### src/rtl/ysyx_25020047_pkg.sv
// ysyx_25020047_pkg: shared write-back, next-pc and load-size encodings.
package ysyx_25020047_pkg;
  typedef enum logic [2:0] {WB_NONE, WB_ALU, WB_MEM, WB_SNPC, WB_CSR} wb_sel_e;
  typedef enum logic [1:0] {PC_SNPC, PC_RESULT, PC_MTVEC} pc_sel_e;
  typedef enum logic [1:0] {MS_BYTE, MS_HALF, MS_WORD} mem_size_e;
endpackage

### src/rtl/ysyx_25020047_wb_fifo.sv
// ysyx_25020047_wb_fifo: retire queue, power-of-two depth, pointers wrap naturally.
module ysyx_25020047_wb_fifo #(
  parameter int W     = 8,
  parameter int DEPTH = 2
) (
  input  logic         clk,
  input  logic         rst_n,
  input  logic         push,
  input  logic         pop,
  input  logic [W-1:0] din,
  output logic [W-1:0] dout,
  output logic         full,
  output logic         empty
);
  localparam int AW = $clog2(DEPTH);
  localparam int CW = AW + 1;
  logic [W-1:0] mem [DEPTH];
  logic [AW-1:0] wp, rp;
  logic [CW-1:0] cnt;
  logic w_en, r_en;
  assign full  = cnt == CW'(DEPTH);
  assign empty = cnt == '0;
  assign dout  = mem[rp];
  assign w_en  = push & ~full;
  assign r_en  = pop & ~empty;
  always_ff @(posedge clk or negedge rst_n)
    if (!rst_n) begin
      wp  <= '0;
      rp  <= '0;
      cnt <= '0;
    end else begin
      wp  <= wp + AW'(w_en);
      rp  <= rp + AW'(r_en);
      cnt <= cnt + CW'(w_en) - CW'(r_en);
    end
  // Payload needs no reset: it is only observed when the count says it is valid.
  always_ff @(posedge clk)
    if (w_en) mem[wp] <= din;
endmodule

### src/rtl/ysyx_25020047_wb_stage.sv
// ysyx_25020047_wb_stage: write-back stage; WBU_PERF_CNT_EN adds a 64-bit retire counter.
module ysyx_25020047_wb_stage
  import ysyx_25020047_pkg::*;
#(
  parameter int XLEN  = 32,
  parameter int DEPTH = 2
) (
  input  logic            clk,
  input  logic            rst_n,
  input  logic            in_valid,
  output logic            in_ready,
  input  logic [2:0]      in_wb_sel,
  input  logic [1:0]      in_pc_sel,
  input  logic [4:0]      in_rd,
  input  logic [XLEN-1:0] in_result,
  input  logic [XLEN-1:0] in_memdata,
  input  logic [XLEN-1:0] in_csr_rdata,
  input  logic [XLEN-1:0] in_mtvec,
  input  logic [XLEN-1:0] in_snpc,
  input  logic [1:0]      in_mem_size,
  input  logic            in_mem_unsigned,
  input  logic [1:0]      in_mem_off,
  output logic            rf_wen,
  output logic [4:0]      rf_waddr,
  output logic [XLEN-1:0] rf_wdata,
  output logic            npc_valid,
  input  logic            npc_ready,
  output logic [XLEN-1:0] npc
`ifdef WBU_PERF_CNT_EN
  , output logic [63:0]   perf_retired
`endif
);
  localparam int EW = 6 + 2 * XLEN;
  logic [XLEN-1:0] sh, ld, wdata, dnpc, h_wdata, h_dnpc;
  logic [EW-1:0] head;
  logic [4:0] h_rd;
  logic wen, h_wen, sb, shw, full, empty, retire;
  always_comb begin
    sh    = in_memdata >> {in_mem_off, 3'b000};
    sb    = ~in_mem_unsigned & sh[7];
    shw   = ~in_mem_unsigned & sh[15];
    ld    = in_mem_size == MS_BYTE ? {{(XLEN-8){sb}}, sh[7:0]} :
            in_mem_size == MS_HALF ? {{(XLEN-16){shw}}, sh[15:0]} : sh;
    wdata = in_wb_sel == WB_ALU  ? in_result :
            in_wb_sel == WB_MEM  ? ld :
            in_wb_sel == WB_SNPC ? in_snpc :
            in_wb_sel == WB_CSR  ? in_csr_rdata : '0;
    wen   = in_wb_sel inside {WB_ALU, WB_MEM, WB_SNPC, WB_CSR};
    dnpc  = in_pc_sel == PC_RESULT ? in_result :
            in_pc_sel == PC_MTVEC  ? in_mtvec : in_snpc;
  end
  assign in_ready  = ~full;
  assign npc_valid = ~empty;
  assign retire    = npc_valid & npc_ready;
  ysyx_25020047_wb_fifo #(.W(EW), .DEPTH(DEPTH)) u_fifo (
    .clk  (clk),
    .rst_n(rst_n),
    .push (in_valid & in_ready),
    .pop  (retire),
    .din  ({wen, in_rd, wdata, dnpc}),
    .dout (head),
    .full (full),
    .empty(empty)
  );
  assign {h_wen, h_rd, h_wdata, h_dnpc} = head;
  assign rf_wen   = retire & h_wen & |h_rd;
  assign rf_waddr = empty ? '0 : h_rd;
  assign rf_wdata = empty ? '0 : h_wdata;
  assign npc      = empty ? '0 : h_dnpc;
`ifdef WBU_PERF_CNT_EN
  always_ff @(posedge clk or negedge rst_n)
    if (!rst_n) perf_retired <= '0;
    else if (retire) perf_retired <= perf_retired + 64'd1;
`endif
endmodule

### config.mk
export PLATFORM = sky130hd
export DESIGN_NAME = ysyx_25020047_wb_stage
export DESIGN_NICKNAME = d
export VERILOG_FILES = /design/src/rtl/ysyx_25020047_pkg.sv /design/src/rtl/ysyx_25020047_wb_fifo.sv /design/src/rtl/ysyx_25020047_wb_stage.sv
export SDC_FILE = /design/constraint.sdc
export NUM_CORES = 1
export LEC_CHECK = 0
export ABC_AREA = 1
export ABC_CLOCK_PERIOD_IN_PS = 3400
export BUFFER_PORTS_ARGS = -buffer_cell sky130_fd_sc_hd__buf_2
export CORE_MARGIN = 2
export CORE_UTILIZATION = 50
export CTS_CLUSTER_SIZE = 24
export DETAILED_ROUTE_END_ITERATION = 8
export GPL_TIMING_DRIVEN = 0
export PLACE_DENSITY_LB_ADDON = 0.3
export SYNTH_ARGS = -nofsm -noshare
export SYNTH_HDL_FRONTEND = slang
export SYNTH_SLANG_ARGS = --single-unit
### constraint.sdc
create_clock -name clk -period 3.4 [get_ports clk]
set_input_delay 0.68 -clock clk [delete_from_list [all_inputs] [get_ports clk]]
set_output_delay 0.68 -clock clk [all_outputs]
set_load 0.01 [all_outputs]
==> results.yml <==
final_layout:
  multiInputGateArea_sq_um: 3120
  nets: 1376
  syn2layout_area_growth_pct: 28.0
  final_util: 0.658
  final-seq-area_sq_um: 4300
  final_area_sq_um: 10100
  drive_above_1_share: 0.280
  n_fill_cell: 1345
logic_synthesis:
  syn_area_per_cell_sq_um: 8.50
  ys_seq_area_frac: 0.547
  synth.net_count: 1109
  synthFlopType: "edfxtp_1"
  syn-cell-area_sq_um: 7870
  netlist_instances: 926
  yosys_warnings: 0
  synthArstFlopShare: 0.0278
  yosys_register_bits: 144
  synth.largest_area_cell: "edfxtp_1"
  yosysTopAreaCellShare: 0.534
  ys_types: 38
  ys_top_cells_by_area: "edfxtp_1 (53%), nand2_1 (18%), a21oi_1 (5.9%)"
  synth_edf_count: 140
run_status:
  status: "completed"
critical_path:
  startpoint_type: "register"
  cp-end-kind: "output port"
  cp.required_ps: 2720
  cp_max_fo: 10
  crit_arrival_ps: 2250
  path_class: "reg2out"
  worstRegToRegCells: 3
floorplanning:
  row_count: 45
  core-area_sq_um: 15300
  die_area_sq_um: 16800
  die_h_um: 129
  start_util: 0.514
  die_w_um: 129
  io_pins: 251
power:
  ir_drop_mv: 0.388
  powerDensity_nw_per_um2: 740
  p_sw_mw: 2.78
  clkPwrFrac: 0.268
  combPwrFrac: 0.386
  p_sw_frac: 0.373
  p_seq_frac: 0.346
  leakage_nw: 4.56
  intPower_mw: 4.67
clock_tree:
  cts_buffer_depth: 2
  cts-root-buf: "clkbuf_16"
  clk_latency_ps: 430
  cts_sinks: 144
  cts_tree: "built"
  cts_resized: 0
  clkTransAtPathRegs_ps: 60
  cts_buffers: 17
  postCtsSetupBuffers: 0
  htree_levels: 4
  ctsHoldBuffers: 0
global_routing:
  grt_overflow_total: 0
  track_usage: 0.319
  grt_pass1_wl_um: 39500
  antenna_found_initial: 3
  grt_start_max_net_pins: 45
  first_global_vias: 7325
sta:
  period_share: 0.862
  finalHoldViolCount: 0
  max_freq_mhz: 341
  slew_headroom: 0.480
  hold_slack_ps: 47.6
  slew_violations: 0
  finalCriticalPeriod_ps: 2930
  rsz0062_at_grt: "false"
  worstMarginPinSlew_ps: 774
  fin_skew_ps: 7.00
  setup_viol: 0
detailed_routing:
  wl_per_cell_um: 18.9
  drc: 0
  drtPass1Iterations: 5
  vias: 7850
  avgViaCountPerCell: 5.53
  routed_wl_um: 26800
  antenna_left: 0
  drt-initial-drc-count: 821
flow_run:
  maxCapViolCount: 0
min_path:
  hold_path.class: "in2async"
placed_design:
  placed_cell_area_sq_um: 9440
  gp_congestion: 0.963
  dp_hpwl_um: 20300
  portBuffers: 246
==> state kept, by name, summed over array words and instances, names as in the netlist <==
| signal | flops |
|---|---|
| u_fifo.mem | 140 |
| u_fifo.cnt | 2 |
| u_fifo.rp | 1 |
| u_fifo.wp | 1 |
==> power by group through the flow <==
| stage | Sequential [mW] | Combinational, mW | Clock, mW |
|---|---|---|---|
| 2_1_floorplan | 2.61 | 1.60 | 0 |
| 3_3_place_gp | 2.64 | 2.74 | 0 |
| 3_5_place_dp | 2.61 | 2.85 | 0 |
| 4_1_cts | 2.58 | 2.87 | 2.00 |
| 5_1_grt | 2.61 | 3.12 | 2.08 |
| 6_report | 2.58 | 2.88 | 1.99 |
==> kinds of logic (layout without fill, tap and decap cells) <==
kind of cell | after synthesis | count (layout) | share of synthesized area
adder cells (fa/ha/maj) | 4 | 4 | 0.00636
AO/OA/AOI/OAI | 190 | 190 | 0.130
flip-flops | 144 | 144 | 0.547
buffers and inverters | 98 | 378 | 0.0598
other | 0 | 3 | 0
XOR/XNOR | 3 | 3 | 0.00334
AND/OR/NAND/NOR | 486 | 486 | 0.252
multiplexers | 1 | 1 | 0.00127
==> metrics by stage <==
step                      TNS [ps]  total power, mW  setup slack [ps]  cells
after floorplan                  0             4.21               231    926
after global placement     -116430             5.38              -847   1383
after detailed placement         0             5.46               749   1385
after CTS                        0             7.44               478   1417
after global routing             0             7.81               370   1420
final                            0             7.45               470   1420
==> worst paths after layout <==
path | startpoint | endpoint | slack [ps]
setup / recovery | u_fifo.rp | rf_wdata[22] | 470
hold / removal | rst_n | u_fifo.cnt[0] | 50
setup reg to reg | u_fifo.cnt[1] | u_fifo.mem[1][49] | 1120
hold reg to reg | u_fifo.cnt[1] | u_fifo.cnt[1] | 640
max in group asynchronous | rst_n | u_fifo.rp | 3230
min in group clk | in_rd[3] | u_fifo.mem[0][67] | 440
==> cell usage after synthesis (2+ instances only) <==
cell       count
nand2_1      381
edfxtp_1     140
a21oi_1       92
nor2_1        63
o21ai_0       42
inv_1         37
a31oi_1       33
clkbuf_1      29
buf_2         16
o21ai_1       13
nand3_1        9
nand4_1        9
nand2_2        8
buf_4          5
nor2_2         5
buf_6          4
dfrtp_1        4
ha_1           4
nand2_4        4
o21ai_2        4
o2111ai_1      3
inv_4          2
nand3_4        2
o211ai_1       2
xnor2_1        2
==> layer usage <==
metal | track usage | up-vias | part of all wire
met3 | 0.0487 | 56 | 0.095
li1 | - | 3657 | -
met4 | 0.124 | 0 | 0.029
met2 | 0.518 | 488 | 0.48
met5 | 0 | - | 0
met1 | 0.437 | 3649 | 0.40
==> worst max-delay path: stages, from the launching register on <==
cell and delay (ps):
dfrtp_1 330, buf_2 210, buf_4 250, clkbuf_1 450, nand2_1 110, a21oi_1 280, buf_2 190
==> layout by cell type, fill, tap and decap left out, types with 2 or more instances in the layout <==
cell and n:
a21oi_1 92, a31oi_1 33, buf_12 2, buf_2 262
buf_4 5, buf_6 4, bufinv_16 4, clkbuf_1 29
clkbuf_16 17, clkinv_2 2, clkinv_4 2, dfrtp_1 4
diode_2 3, edfxtp_1 140, ha_1 2, ha_4 2
inv_1 37, inv_4 2, inv_6 6, nand2_1 381
nand2_2 8, nand2_4 4, nand3_1 9, nand3_4 2
nand4_1 9, nor2_1 63, nor2_2 5, o2111ai_1 3
o211ai_1 2, o21ai_0 42, o21ai_1 13, o21ai_2 4
xnor2_1 2
==> layout make-up <==
class / count / area share
Antenna cell: 3 / 0.000745
Inverter: 40 / 0.0154
Tap cell: 211 / 0.0262
Timing Repair Buffer: 248 / 0.127
Sequential cell: 144 / 0.427
Multi-Input combinational cell: 684 / 0.310
Buffer: 58 / 0.0313
Clock inverter: 15 / 0.0202
Clock buffer: 17 / 0.0422
Power figures use the tool's default switching activity.
